## src/rtl/instr_fetch.sv

```systemverilog
// -----------------------------------------------------------------------------
// instr_fetch
//   Instruction fetch stage. It takes the next fetch address from the program
//   counter, runs one read on the instruction memory, and hands the returned
//   word to decode with a valid/ready handshake. A fetch can fail for two
//   reasons: the address is not word aligned, or the memory does not answer
//   within TIMEOUT cycles. Either failure sets a sticky fault flag that stops
//   all further fetching until reset.
//
// Parameters
//   TIMEOUT      number of REQ-state cycles without mem_ack before a fault
//
// Ports
//   clk          single clock, rising edge
//   rst          asynchronous, active-high reset
//   pc_in        [31:0] byte address of the next instruction
//   flush        branch-taken/redirect; discards in-flight or held instruction
//   mem_req      instruction memory read request
//   mem_addr     [31:0] read address, stable while mem_req=1
//   mem_ack      mem_rdata valid for the current request
//   mem_rdata    [31:0] instruction word from memory
//   instr_valid  instr_out/instr_pc valid toward decode
//   instr_ready  decode accepts the instruction
//   instr_out    [31:0] fetched instruction word
//   instr_pc     [31:0] address instr_out was fetched from
//   pc_advance   one-cycle pulse per accepted instruction (combinational)
//   fault        sticky fetch-error flag
// -----------------------------------------------------------------------------
module instr_fetch #(
  parameter int unsigned TIMEOUT = 16
) (
  input  logic        clk,
  input  logic        rst,
  input  logic [31:0] pc_in,
  input  logic        flush,
  output logic        mem_req,
  output logic [31:0] mem_addr,
  input  logic        mem_ack,
  input  logic [31:0] mem_rdata,
  output logic        instr_valid,
  input  logic        instr_ready,
  output logic [31:0] instr_out,
  output logic [31:0] instr_pc,
  output logic        pc_advance,
  output logic        fault
);

  // Wide enough to hold TIMEOUT itself, so the count never wraps.
  localparam int unsigned CNT_W = $clog2(TIMEOUT + 1);
  // The counter holds the number of unanswered cycles already completed, so
  // the cycle in which it equals TIMEOUT-1 is the last one allowed.
  localparam logic [CNT_W-1:0] CNT_LAST = CNT_W'(TIMEOUT - 1);

  typedef enum logic [1:0] {
    S_IDLE,
    S_REQ,
    S_HOLD
  } state_t;

  state_t           state,       state_nxt;
  logic             mem_req_nxt;
  logic [31:0]      mem_addr_nxt;
  logic             instr_valid_nxt;
  logic [31:0]      instr_out_nxt;
  logic [31:0]      instr_pc_nxt;
  logic             fault_nxt;
  logic             drop,        drop_nxt;   // flush seen while a read is outstanding
  logic [CNT_W-1:0] wait_cnt,    wait_cnt_nxt;

  // NOTE: every state element is written with non-blocking assignments only,
  // so all registers sample the same pre-edge values of the *_nxt signals.
  always_ff @(posedge clk or posedge rst) begin
    if (rst) begin
      state       <= S_IDLE;
      mem_req     <= 1'b0;
      mem_addr    <= '0;
      instr_valid <= 1'b0;
      instr_out   <= '0;
      instr_pc    <= '0;
      fault       <= 1'b0;
      drop        <= 1'b0;
      wait_cnt    <= '0;
    end else begin
      state       <= state_nxt;
      mem_req     <= mem_req_nxt;
      mem_addr    <= mem_addr_nxt;
      instr_valid <= instr_valid_nxt;
      instr_out   <= instr_out_nxt;
      instr_pc    <= instr_pc_nxt;
      fault       <= fault_nxt;
      drop        <= drop_nxt;
      wait_cnt    <= wait_cnt_nxt;
    end
  end

  always_comb begin
    // NOTE: every signal gets a hold-current-value default before the case,
    // so no path through the decode leaves one unassigned (no latches).
    state_nxt       = state;
    mem_req_nxt     = mem_req;
    mem_addr_nxt    = mem_addr;
    instr_valid_nxt = instr_valid;
    instr_out_nxt   = instr_out;
    instr_pc_nxt    = instr_pc;
    fault_nxt       = fault;
    drop_nxt        = drop;
    wait_cnt_nxt    = wait_cnt;

    unique case (state)
      S_IDLE: begin
        // flush has nothing to discard here; a late mem_ack is ignored.
        if (!fault) begin
          if (pc_in[1:0] == 2'b00) begin
            mem_addr_nxt = pc_in;
            mem_req_nxt  = 1'b1;
            wait_cnt_nxt = '0;
            drop_nxt     = 1'b0;
            state_nxt    = S_REQ;
          end else begin
            fault_nxt = 1'b1;
          end
        end
      end

      S_REQ: begin
        if (mem_ack) begin
          mem_req_nxt = 1'b0;
          drop_nxt    = 1'b0;
          if (drop || flush) begin
            // The read was redirected away: let it complete, throw it away.
            state_nxt = S_IDLE;
          end else begin
            instr_out_nxt   = mem_rdata;
            instr_pc_nxt    = mem_addr;
            instr_valid_nxt = 1'b1;
            state_nxt       = S_HOLD;
          end
        end else if (wait_cnt == CNT_LAST) begin
          mem_req_nxt = 1'b0;
          fault_nxt   = 1'b1;
          drop_nxt    = 1'b0;
          state_nxt   = S_IDLE;
        end else begin
          wait_cnt_nxt = wait_cnt + CNT_W'(1);
          if (flush) begin
            drop_nxt = 1'b1;
          end
        end
      end

      S_HOLD: begin
        if (flush || instr_ready) begin
          instr_valid_nxt = 1'b0;
          state_nxt       = S_IDLE;
        end
      end

      default: state_nxt = S_IDLE;
    endcase
  end

  // A flush in the accept cycle cancels the instruction, so the PC must not step.
  assign pc_advance = (state == S_HOLD) && instr_ready && !flush;

endmodule
```

## config.mk

```make
export PLATFORM = sky130hd
export DESIGN_NAME = instr_fetch
export DESIGN_NICKNAME = d
export VERILOG_FILES = /design/src/rtl/instr_fetch.sv
export SDC_FILE = /design/constraint.sdc
export NUM_CORES = 1
export LEC_CHECK = 0
export BUFFER_PORTS_ARGS = -buffer_cell sky130_fd_sc_hd__buf_4
export CAP_MARGIN = 10
export CORE_MARGIN = 8
export CORE_UTILIZATION = 34
export DETAILED_ROUTE_END_ITERATION = 7
export GPL_ROUTABILITY_DRIVEN = 0
export PLACE_DENSITY = 0.58
export RECOVER_POWER = 100
export SETUP_SLACK_MARGIN = 0.05
export SYNTH_ARGS = -nofsm -noshare
export SYNTH_HDL_FRONTEND = slang
export SYNTH_SLANG_ARGS = --single-unit
```

## constraint.sdc

```tcl
create_clock -name clk -period 5.65 [get_ports clk]
set_input_delay 0.565 -clock clk [delete_from_list [all_inputs] [get_ports clk]]
set_output_delay 0.565 -clock clk [all_outputs]
set_load 0.02 [all_outputs]
```

Word level (Yosys, flattened, before mapping)
Cells that the tools add are included.
{"block": "word_totals", "reg_bits": 107, "latchBits": 0, "ramBits": 0, "mem_bits_ro": 0, "in_bits": 69, "output_inout_bits": 100, "wordCells": 74, "memories": 0}
{"block": "op_classes", "add_sub_neg": 1, "multipliers": 0, "div_mod_pow": 0, "n_lt_le_gt_ge": 0, "eq_ne": 13, "shift": 0, "n_mux": 32, "n_bitwise": 2, "n_reduce_logical": 17}
{"cell": "$mux W5", "n": 4}
{"cell": "$mux W1", "n": 16}
{"cell": "$ne A2 B2 Y1 const B", "n": 8}
{"cell": "$reduce_and A4 Y1", "n": 4}
{"cell": "$mux W2", "n": 6}
{"cell": "$pmux W5 S2", "n": 1}
{"cell": "$reduce_and A3 Y1", "n": 3}
{"cell": "$pmux W1 S2", "n": 4}
{"cell": "$pmux W2 S3", "n": 1}
{"cell": "$add A5 B1 Y5 const B", "n": 1}
{"cell": "$eq A5 B4 Y1 const B", "n": 1}
{"cell": "$reduce_and A5 Y1", "n": 1}
{"cell": "$logic_not A2 Y1", "n": 2}
{"cell": "$ne A4 B4 Y1 const B", "n": 1}
{"cell": "$reduce_bool A2 Y1", "n": 2}
{"cell": "$ne A3 B3 Y1 const B", "n": 1}
{"cell": "$eq A2 B1 Y1 const B", "n": 1}
{"cell": "$eq A2 B2 Y1 const B", "n": 1}
{"cell": "$logic_and A1 B1 Y1", "n": 2}
{"cell": "$logic_or A1 B1 Y1", "n": 2}
{"cell": "$not A1 Y1", "n": 2}
{"cell": "$logic_not A1 Y1", "n": 1}

Depth between registers and ports, before layout
Gate-level depths: netlist of the first run.
{"block": "depth", "ltp_word": 4, "ltp_mapped": 6, "ltp_nobuf": 6}

Least setup slack after synthesis of the first run
OpenSTA, ideal clock, no wires.
{"block": "synth_path", "path_type": "in2out", "from": "in flush", "to": "out pc_advance", "arrival_time_ps": 1304, "required_time_ps": 5085, "slack_ps": 3781, "stages": 1, "path_buffers": 0, "cell_sequence": "nor4b_1"}
{"block": "synth_between", "elab_chain_cells": 2}
{"element": "start, declared", "line": "35", "text": "input logic flush,"}
{"element": "$logic_not A1 Y1", "line": "163", "text": "assign pc_advance = (state == S_HOLD) && instr_ready && !flush;"}
{"element": "$logic_and A1 B1 Y1", "line": "163"}
{"element": "end, declared", "line": "44", "text": "output logic pc_advance,"}
No other way between the ends.

==> flow_summary_export.csv, run 1 <==
group,metric,value,unit
status,status,"finished with violations",
status,violations,"max-capacitance violations, max-slew violations",
die,die_x,128,microns
cts,clk_pin_slew,0.06,ns
critical_path,critical_path_class,"in2async",
critical_path,crit_family,"buffers and inverters",
placed_design,io_buffers,168,
timing,setup-tns-final,0,ns
global_routing,grt_pass1_wl,16300,microns
logic_synthesis,synth_nets,330,
cts,ctsLongestPathBuffers,2,
placed_design,place_area,5630,sq um
die,io_pins,169,
critical_path,crit_end,"instr_pc[2]",
cts,cts-htree-levels,3,
timing,finalHoldViolCount,0,
timing,grt_setup_unrepaired,"false",
pwr,p_per_area,335,nW/um^2
critical_path,cp-end-kind,"asynchronous set/reset pin",
logic_synthesis,synth_edf_count,0,
route,drt_iter0_markers,178,
logic_synthesis,ys_seq_elements,107,
logic_synthesis,async_flop_share,100,%
critical_path,cp-start-kind,"primary input",
die,start_util,34.4,%
critical_path,crit_required,5.84,ns
critical_path,timing.rr.end,"mem_addr[23]",
critical_path,slowest_delay,1.27,ns
critical_path,crit_buf_inv,3,
cts,root_buffer,"clkbuf_16",
timing,whs,0.402,ns
route,routed_wl,10300,microns
critical_path,path_depth,3,
critical_path,cp-startpoint,"rst",
logic_synthesis,yosys_warnings,0,
die,die_h,128,microns
route,num_vias,2746,
global_routing,overflow,0,
logic_synthesis,synth_top_cell_area_share,62.8,%
route,antenna_left,0,
route,drcViolationCount,0,
cts,cts_tree,"yes",
logic_synthesis,synth_cells,259,
placed_design,dp_hpwl,7420,microns
critical_path,r2r_slack,2.96,ns
die,dieArea,16400,sq um
critical_path,worstPathCellList,"clkbuf_4 -> clkinvlp_2 -> clkbuf_2",
timing,tightest_slew,2.09,ns
logic_synthesis,synth.area.top_cells,"dfrtp_1, mux2_2, mux2_4",
logic_synthesis,yosysTopAreaCell,"dfrtp_1",
finish,final_core_util,44.0,%
logic_synthesis,synth_cell_types,32,
global_routing,grt_pass1_vias,3085,
timing,fin_skew,0.00595,ns
finish,nNetsFinal,499,
critical_path,r2r_cells,3,
finish,drive_above_1_share,36.0,%
global_routing,antenna_found_initial,0,
critical_path,r2r-start,"state[0]",
timing,setup_viol,0,
cts,cts_resized,0,
route,vias_per_cell,4.54,
logic_synthesis,ys.flop_type,"dfrtp_1",
cts,clkLatencyLatePin,0.35,ns
cts,cts_setup_buffers,0,
route,firstDrtPassIters,4,
finish,fillers,1279,
cts,cts_sinks,107,
timing,fmax,330,MHz
timing,finalWorstSetupSlack,2.62,ns
die,rows,41,
global_routing,grt_start_max_net_pins,67,
finish,num_antenna_cells,0,
logic_synthesis,syn-cell-area,4270,sq um
pwr,peakVddDrop,0.000238,V
timing,post-route-min-period,3.03,ns
finish,layout_common_cells,"dfrtp_1, clkbuf_1, mux2_2",
finish,final_common_cell,"dfrtp_1",
logic_synthesis,synth_seq_area_share,62.8,%
timing,slew_viol_final,144,
critical_path,slowest_stage,"clkbuf_2",
global_routing,grt_usage,12.9,%
die,fp.coreArea,12400,sq um
cts,cts_inserted_buffers,9,
run,maxCapViolations,3,
critical_path,worstPathArrival,3.22,ns
cts,holdBufCountCts,0,
logic_synthesis,avgSynthCellArea,16.5,sq um
pwr,p_leak,2.69,nW
finish,area_growth_syn_to_layout,28.1,%
timing,slew_headroom,-40.0,%
placed_design,dp_slack,3.11,ns
route,wire_per_inst,17.0,microns
worst_hold_path,hold_path_class,"in2reg",
finish,final_area,5470,sq um
critical_path,worstPathMaxFanout,60,
timing,final.period_utilization,53.6,%
==> layer usage <==
layer / part of all wire [%] / vias up / track usage [%]
met5: 0 / - / 0
met4: 1.1 / 0 / 4.20
met3: 10 / 11 / 7.11
met2: 48 / 100 / 20.5
met1: 40 / 1382 / 14.5
li1: - / 1253 / -
==> metrics by stage <==
| step | std cells | power, mW |
|---|---|---|
| CTS | 605 | 1.94 |
| floorplan | 259 | 1.08 |
| global placement | 589 | 1.26 |
| global route | 605 | 1.92 |
| finish | 605 | 1.83 |
| detailed placement | 589 | 1.26 |
==> how the worst min path moves through the flow <==
stage                 from           end  cells after the start
2_1_floorplan  wait_cnt[3]   wait_cnt[3]                      1
3_3_place_gp   wait_cnt[3]   wait_cnt[3]                      1
3_5_place_dp   wait_cnt[3]   wait_cnt[3]                      1
4_1_cts                rst  mem_addr[10]                      2
5_1_grt        instr_ready      state[1]                      2
6_report       instr_ready      state[1]                      2
==> flip-flops by register name, summed over array words and instances, names as in the netlist <==
signal and cells:
instr_out 32, instr_pc 32, mem_addr 32, wait_cnt 5, state 2, drop 1
fault 1, instr_valid 1, mem_req 1
==> synthesized netlist by cell type, types with 2 or more instances <==
library cell / n
a21o_1: 2
ha_1: 2
mux2_2: 68
a31oi_1: 3
mux2i_1: 3
and2_1: 2
nor2_1: 4
o21ai_0: 3
a21oi_1: 2
buf_2: 3
dfrtp_1: 107
mux2_4: 26
and3_1: 2
buf_12: 2
nand2_1: 3
inv_1: 5
buf_6: 7
==> cells by family (layout without fill, tap and decap cells) <==
group           Yosys count  in the layout  share of synthesized area (%)
compound gates           14             14                           2.17
fa+ha+maj                 2              2                          0.586
buf+inv                  17            191                           3.58
flops                   107            107                           62.8
mux                      97             97                           27.8
simple gates             22             22                           3.11
==> report_power, final <==
group | total [mW] | switching (mW) | leakage (nW) | internal [mW]
Clock | 0.665 | 0.276 | 0.143 | 0.389
Combinational | 0.275 | 0.168 | 1.11 | 0.107
Sequential | 0.889 | 0.0461 | 1.43 | 0.843
Total | 1.83 | 0.489 | 2.69 | 1.34
==> layout make-up <==
class	instances	area, sq um	area share (%)
Clock inverter	4	75.1	1.37
Sequential cell	107	2680	49.0
Inverter	5	20.0	0.366
Timing Repair Buffer	170	895	16.4
Clock buffer	12	236	4.33
Multi-Input combinational cell	135	1350	24.6
Tap cell	172	215	3.94
No activity file was read; power rests on OpenSTA's default activity.
==> run 2, diff against run 1 <==
--- a/config.mk
+++ b/config.mk
@@ -11,7 +11,7 @@
 export CORE_UTILIZATION = 34
 export DETAILED_ROUTE_END_ITERATION = 7
 export GPL_ROUTABILITY_DRIVEN = 0
-export PLACE_DENSITY = 0.58
+export PLACE_DENSITY = 0.61
 export RECOVER_POWER = 100
 export SETUP_SLACK_MARGIN = 0.05
 export SYNTH_ARGS = -nofsm -noshare
==> constraint.sdc (replaced) <==
create_clock -name clk -period 2.51 [get_ports clk]
set_input_delay 0.251 -clock clk [delete_from_list [all_inputs] [get_ports clk]]
set_output_delay 0.251 -clock clk [all_outputs]
set_load 0.02 [all_outputs]
==> run 2 against run 1 <==
Effect of this change: the flow now finishes without violations; die area did not move; critical path depth rose by 2; clock power rose by 110%; clock-buffer cell count fell by 2; register-to-register slack got worse by 2.5 ns; design area rose by 0.82%; total power rose by 120%; final cell count rose by 0.99%; first-iteration DRC count fell by 13%; global-route usage fell by 0.38 points; utilization rose by 0.36 points; largest cell class unchanged; largest power group unchanged.
==> flow_summary_export.csv, run 2 (same netlist as run 1, synthesis figures left out) <==
group,metric,value,unit
global_routing,grt_start_max_net_pins,48,
die,fp.coreArea,12400,sq um
global_routing,overflow,0,
critical_path,crit_required,2.74,ns
timing,grt_setup_unrepaired,"false",
timing,setup_viol,0,
critical_path,worstPathMaxFanout,29,
pwr,p_per_area,734,nW/um^2
finish,fillers,1256,
timing,whs,0.0928,ns
cts,cts_inserted_buffers,9,
route,num_vias,2720,
route,drt_iter0_markers,155,
pwr,peakVddDrop,0.000260,V
cts,cts_tree,"yes",
finish,final_common_cell,"dfrtp_1",
cts,cts_resized,0,
route,wire_per_inst,16.6,microns
placed_design,dpl.cell_count,594,
critical_path,r2r_slack,0.48,ns
timing,fmax,493,MHz
critical_path,worstPathArrival,2.26,ns
placed_design,io_buffers,168,
timing,final.period_utilization,80.9,%
global_routing,grt_usage,12.5,%
route,routed_wl,10200,microns
finish,layout_common_cells,"dfrtp_1, clkbuf_1, buf_4",
cts,cts_sinks,107,
placed_design,place_area,5690,sq um
status,status,"complete, no violations",
die,io_pins,169,
cts,clk_pin_slew,0.07,ns
finish,instances_no_fill,611,
global_routing,grt_pass1_vias,2895,
finish,area_growth_syn_to_layout,29.1,%
finish,final_core_util,44.4,%
finish,nNetsFinal,505,
timing,slew_viol_final,0,
die,die_x,128,microns
critical_path,critical_path_class,"reg2reg",
critical_path,cp-start-kind,"flop",
worst_hold_path,hold_path_class,"in2reg",
cts,cts_setup_buffers,0,
cts,cts-htree-levels,3,
finish,drive_above_1_share,37.4,%
cts,holdBufCountCts,1,
die,rows,41,
global_routing,grt_pass1_wl,15900,microns
cts,ctsLongestPathBuffers,2,
run,maxCapViolations,0,
die,die_h,128,microns
die,start_util,34.4,%
route,vias_per_cell,4.45,
die,dieArea,16400,sq um
timing,post-route-min-period,2.03,ns
timing,fin_skew,0.00914,ns
route,antenna_left,0,
finish,num_antenna_cells,0,
cts,clkLatencyLatePin,0.35,ns
timing,setup-tns-final,0,ns
route,drcViolationCount,0,
placed_design,dp_hpwl,7510,microns
timing,tightest_slew,0.728,ns
finish,reg.largest.list,"instr_out x32, instr_pc x32, mem_addr x32",
cts,root_buffer,"clkbuf_16",
global_routing,antenna_found_initial,0,
critical_path,cp-end-kind,"flop",
finish,final_area,5510,sq um
timing,slew_headroom,51.2,%
timing,finalHoldViolCount,0,
pwr,p_leak,2.73,nW
route,firstDrtPassIters,4,
## run 2: cell count changes in the layout (fill, tap and decap cells not counted), sizes merged
cell / change
dlygate4sd3: +1
clkinvlp: -2
inv: +1
bufinv: -1
clkinv: +4
buf: +3
## run 2: layout make-up
type	instances	area [sq um]	area share, %
inverters	5	20.0	0.363
multi-input cells	135	1350	24.4
well taps	172	215	3.91
flip-flops and latches	107	2680	48.6
repair buffers	176	950	17.2
clock inverters	6	62.6	1.14
clock buffers	10	239	4.34
## run 2: worst max-delay path, cell delays in order (launching register included)
cell,delay (ns)
dfrtp_1,0.44
nor2b_1,0.16
clkbuf_1,0.20
nand3_4,0.12
clkbuf_2,0.56
mux2_2,0.42
## run 2: metrics by stage
stage	power [mW]	setup WS (ns)
3_3_place_gp	2.83	0.567
3_5_place_dp	2.85	0.552
5_1_grt	4.25	0.319
2_1_floorplan	2.43	0.800
6_report	4.04	0.480
4_1_cts	4.30	0.552
## run 2: final timing paths
check | start | to | cells after the start
worst max-delay path | state[0] | instr_out[0] | 5
worst min-delay path | instr_ready | state[1] | 2
worst max register to register | state[0] | instr_out[0] | 5
worst min register to register | wait_cnt[2] | wait_cnt[2] | 1
max in group asynchronous | rst | mem_addr[6] | 4
min in group asynchronous | rst | mem_addr[29] | 3
## run 2: report_power, final
part	leakage, nW	internal (mW)	switching [mW]
clock	0.153	0.801	0.621
combinational	1.15	0.246	0.376
sequential	1.43	1.90	0.104
total	2.73	2.94	1.10
## run 2: layer usage
| layer | part of all wire [%] | vias up | global-route usage (%) | routed length [microns] |
|---|---|---|---|---|
| li1 | - | 1266 | - | - |
| met5 | 0 | - | 0 | 0 |
| met3 | 9.5 | 10 | 5.91 | 965 |
| met1 | 40 | 1341 | 14.1 | 4110 |
| met4 | 1.5 | 0 | 6.29 | 149 |
| met2 | 49 | 103 | 19.6 | 4940 |
==> run 3, diff against run 2 <==
--- a/config.mk
+++ b/config.mk
@@ -11,7 +11,7 @@
 export CORE_UTILIZATION = 34
 export DETAILED_ROUTE_END_ITERATION = 7
 export GPL_ROUTABILITY_DRIVEN = 0
-export PLACE_DENSITY = 0.61
+export PLACE_DENSITY = 0.58
 export RECOVER_POWER = 100
 export SETUP_SLACK_MARGIN = 0.05
 export SYNTH_ARGS = -nofsm -noshare
==> constraint.sdc (replaced) <==
create_clock -name clk -period 2.1 [get_ports clk]
set_input_delay 0.21 -clock clk [delete_from_list [all_inputs] [get_ports clk]]
set_output_delay 0.21 -clock clk [all_outputs]
set_load 0.02 [all_outputs]
==> run 3 against run 2 <==
Effect of this change: via count is essentially flat; non-clock buffer count fell by 1; sequential cell count unchanged; utilization is 0.40 points higher; sequential share of layout area fell by 0.44 points; routed wire length rose by 0.38%; sequential power increased by 20%; clock-buffer cell count increased by 4; setup slack worse by 0.32 ns; global-route usage about the same; critical path depth down 2.
==> flow_summary_export.csv, run 3 (same netlist as run 1, synthesis figures left out) <==
group,metric,value,unit
status,status,"complete, no violations",
placed_design,dp_hpwl,7550,microns
timing,final.period_utilization,92.4,%
route,firstDrtPassIters,4,
run,maxCapViolations,0,
timing,post-route-min-period,1.94,ns
placed_design,dp_slack,0.257,ns
cts,cts_tree,"yes",
timing,whs,0.0572,ns
critical_path,worstPathMaxFanout,34,
cts,cts_inserted_buffers,9,
cts,holdBufCountCts,1,
route,num_vias,2722,
route,antenna_left,0,
die,fp.coreArea,12400,sq um
critical_path,worstPathArrival,2.16,ns
die,io_pins,169,
worst_hold_path,hold_path_class,"in2reg",
route,routed_wl,10200,microns
timing,tightest_slew,1.35,ns
cts,clkLatencyLatePin,0.35,ns
timing,finalWorstSetupSlack,0.159,ns
finish,final_area,5560,sq um
finish,nNetsFinal,504,
route,drt_iter0_markers,104,
timing,fmax,515,MHz
cts,cts_sinks,107,
route,vias_per_cell,4.47,
critical_path,cp-end-kind,"flop",
global_routing,overflow,0,
die,start_util,34.4,%
critical_path,critical_path_class,"reg2reg",
timing,slew_viol_final,0,
route,drcViolationCount,0,
timing,setup_viol,0,
global_routing,antenna_found_initial,0,
finish,num_antenna_cells,0,
finish,final_common_cell,"dfrtp_1",
die,die_x,128,microns
critical_path,crit_required,2.32,ns
global_routing,grt_pass1_wl,15900,microns
timing,setup-tns-final,0,ns
route,wire_per_inst,16.8,microns
placed_design,io_buffers,168,
die,die_h,128,microns
cts,cts-htree-levels,3,
critical_path,cp-start-kind,"flop",
timing,slew_headroom,9.59,%
cts,clk_pin_slew,0.07,ns
finish,area_growth_syn_to_layout,30.3,%
cts,cts_setup_buffers,0,
cts,cts_resized,0,
timing,finalHoldViolCount,0,
timing,grt_setup_unrepaired,"false",
global_routing,grt_pass1_vias,3000,
global_routing,grt_usage,12.6,%
placed_design,place_area,5730,sq um
cts,ctsLongestPathBuffers,2,
finish,reg.largest.list,"instr_out x32, instr_pc x32, mem_addr x32",
global_routing,grt_start_max_net_pins,55,
die,dieArea,16400,sq um
pwr,peakVddDrop,0.000383,V
pwr,p_leak,2.77,nW
pwr,p_per_area,859,nW/um^2
finish,drive_above_1_share,39.4,%
cts,root_buffer,"clkbuf_16",
finish,layout_common_cells,"dfrtp_1, clkbuf_1, buf_4",
die,rows,41,
finish,fillers,1229,
timing,fin_skew,0.00643,ns
run 3: worst paths after layout:
kind / to / slack [ns] / from / depth (start not counted)
worst min register to register: wait_cnt[2] / 0.48 / wait_cnt[2] / 1
min in group asynchronous: mem_addr[14] / 0.71 / rst / 3
worst max-delay path: mem_addr[9] / 0.16 / state[0] / 3
worst min-delay path: state[1] / 0.06 / instr_ready / 2
max in group asynchronous: instr_pc[8] / 0.53 / rst / 4
worst max register to register: mem_addr[9] / 0.16 / state[0] / 3
run 3: area by class of cell:
cell class,instances,area [sq um],share of cell area (%)
multi-input cells,135,1390,25.0
clock buffers,14,274,4.93
inverters,5,20.0,0.360
flip-flops and latches,107,2680,48.2
well taps,172,215,3.87
clock inverters,1,7.51,0.135
repair buffers,175,978,17.6
run 3: through the flow:
| step | std cells | power [mW] | utilization [%] |
|---|---|---|---|
| 3_5_place_dp | 593 | 3.41 | 46.1 |
| 3_3_place_gp | 593 | 3.39 | 46.1 |
| 5_1_grt | 609 | 5.03 | 44.8 |
| 4_1_cts | 609 | 5.06 | 48.5 |
| 6_report | 609 | 4.78 | 44.8 |
| 2_1_floorplan | 259 | 2.91 | - |
run 3: critical path, cell delays in order, from the launching register on:
cell,delay (ns)
dfrtp_1,0.44
or4b_2,0.68
buf_4,0.31
mux2_1,0.37
run 3: power by group:
group | total (mW) | internal, mW | switching, mW | leakage [nW]
clock | 1.62 | 0.897 | 0.718 | 0.135
combinational | 0.770 | 0.319 | 0.451 | 1.20
sequential | 2.39 | 2.27 | 0.126 | 1.43
total | 4.78 | 3.48 | 1.30 | 2.77
run 3: routing by layer:
| metal | vias to the layer above | share of wire [%] | global-route usage [%] |
|---|---|---|---|
| met2 | 106 | 45 | 18.7 |
| met4 | 0 | 1.9 | 6.50 |
| li1 | 1261 | - | - |
| met1 | 1342 | 42 | 14.7 |
| met5 | - | 0 | 0 |
| met3 | 13 | 11 | 6.07 |
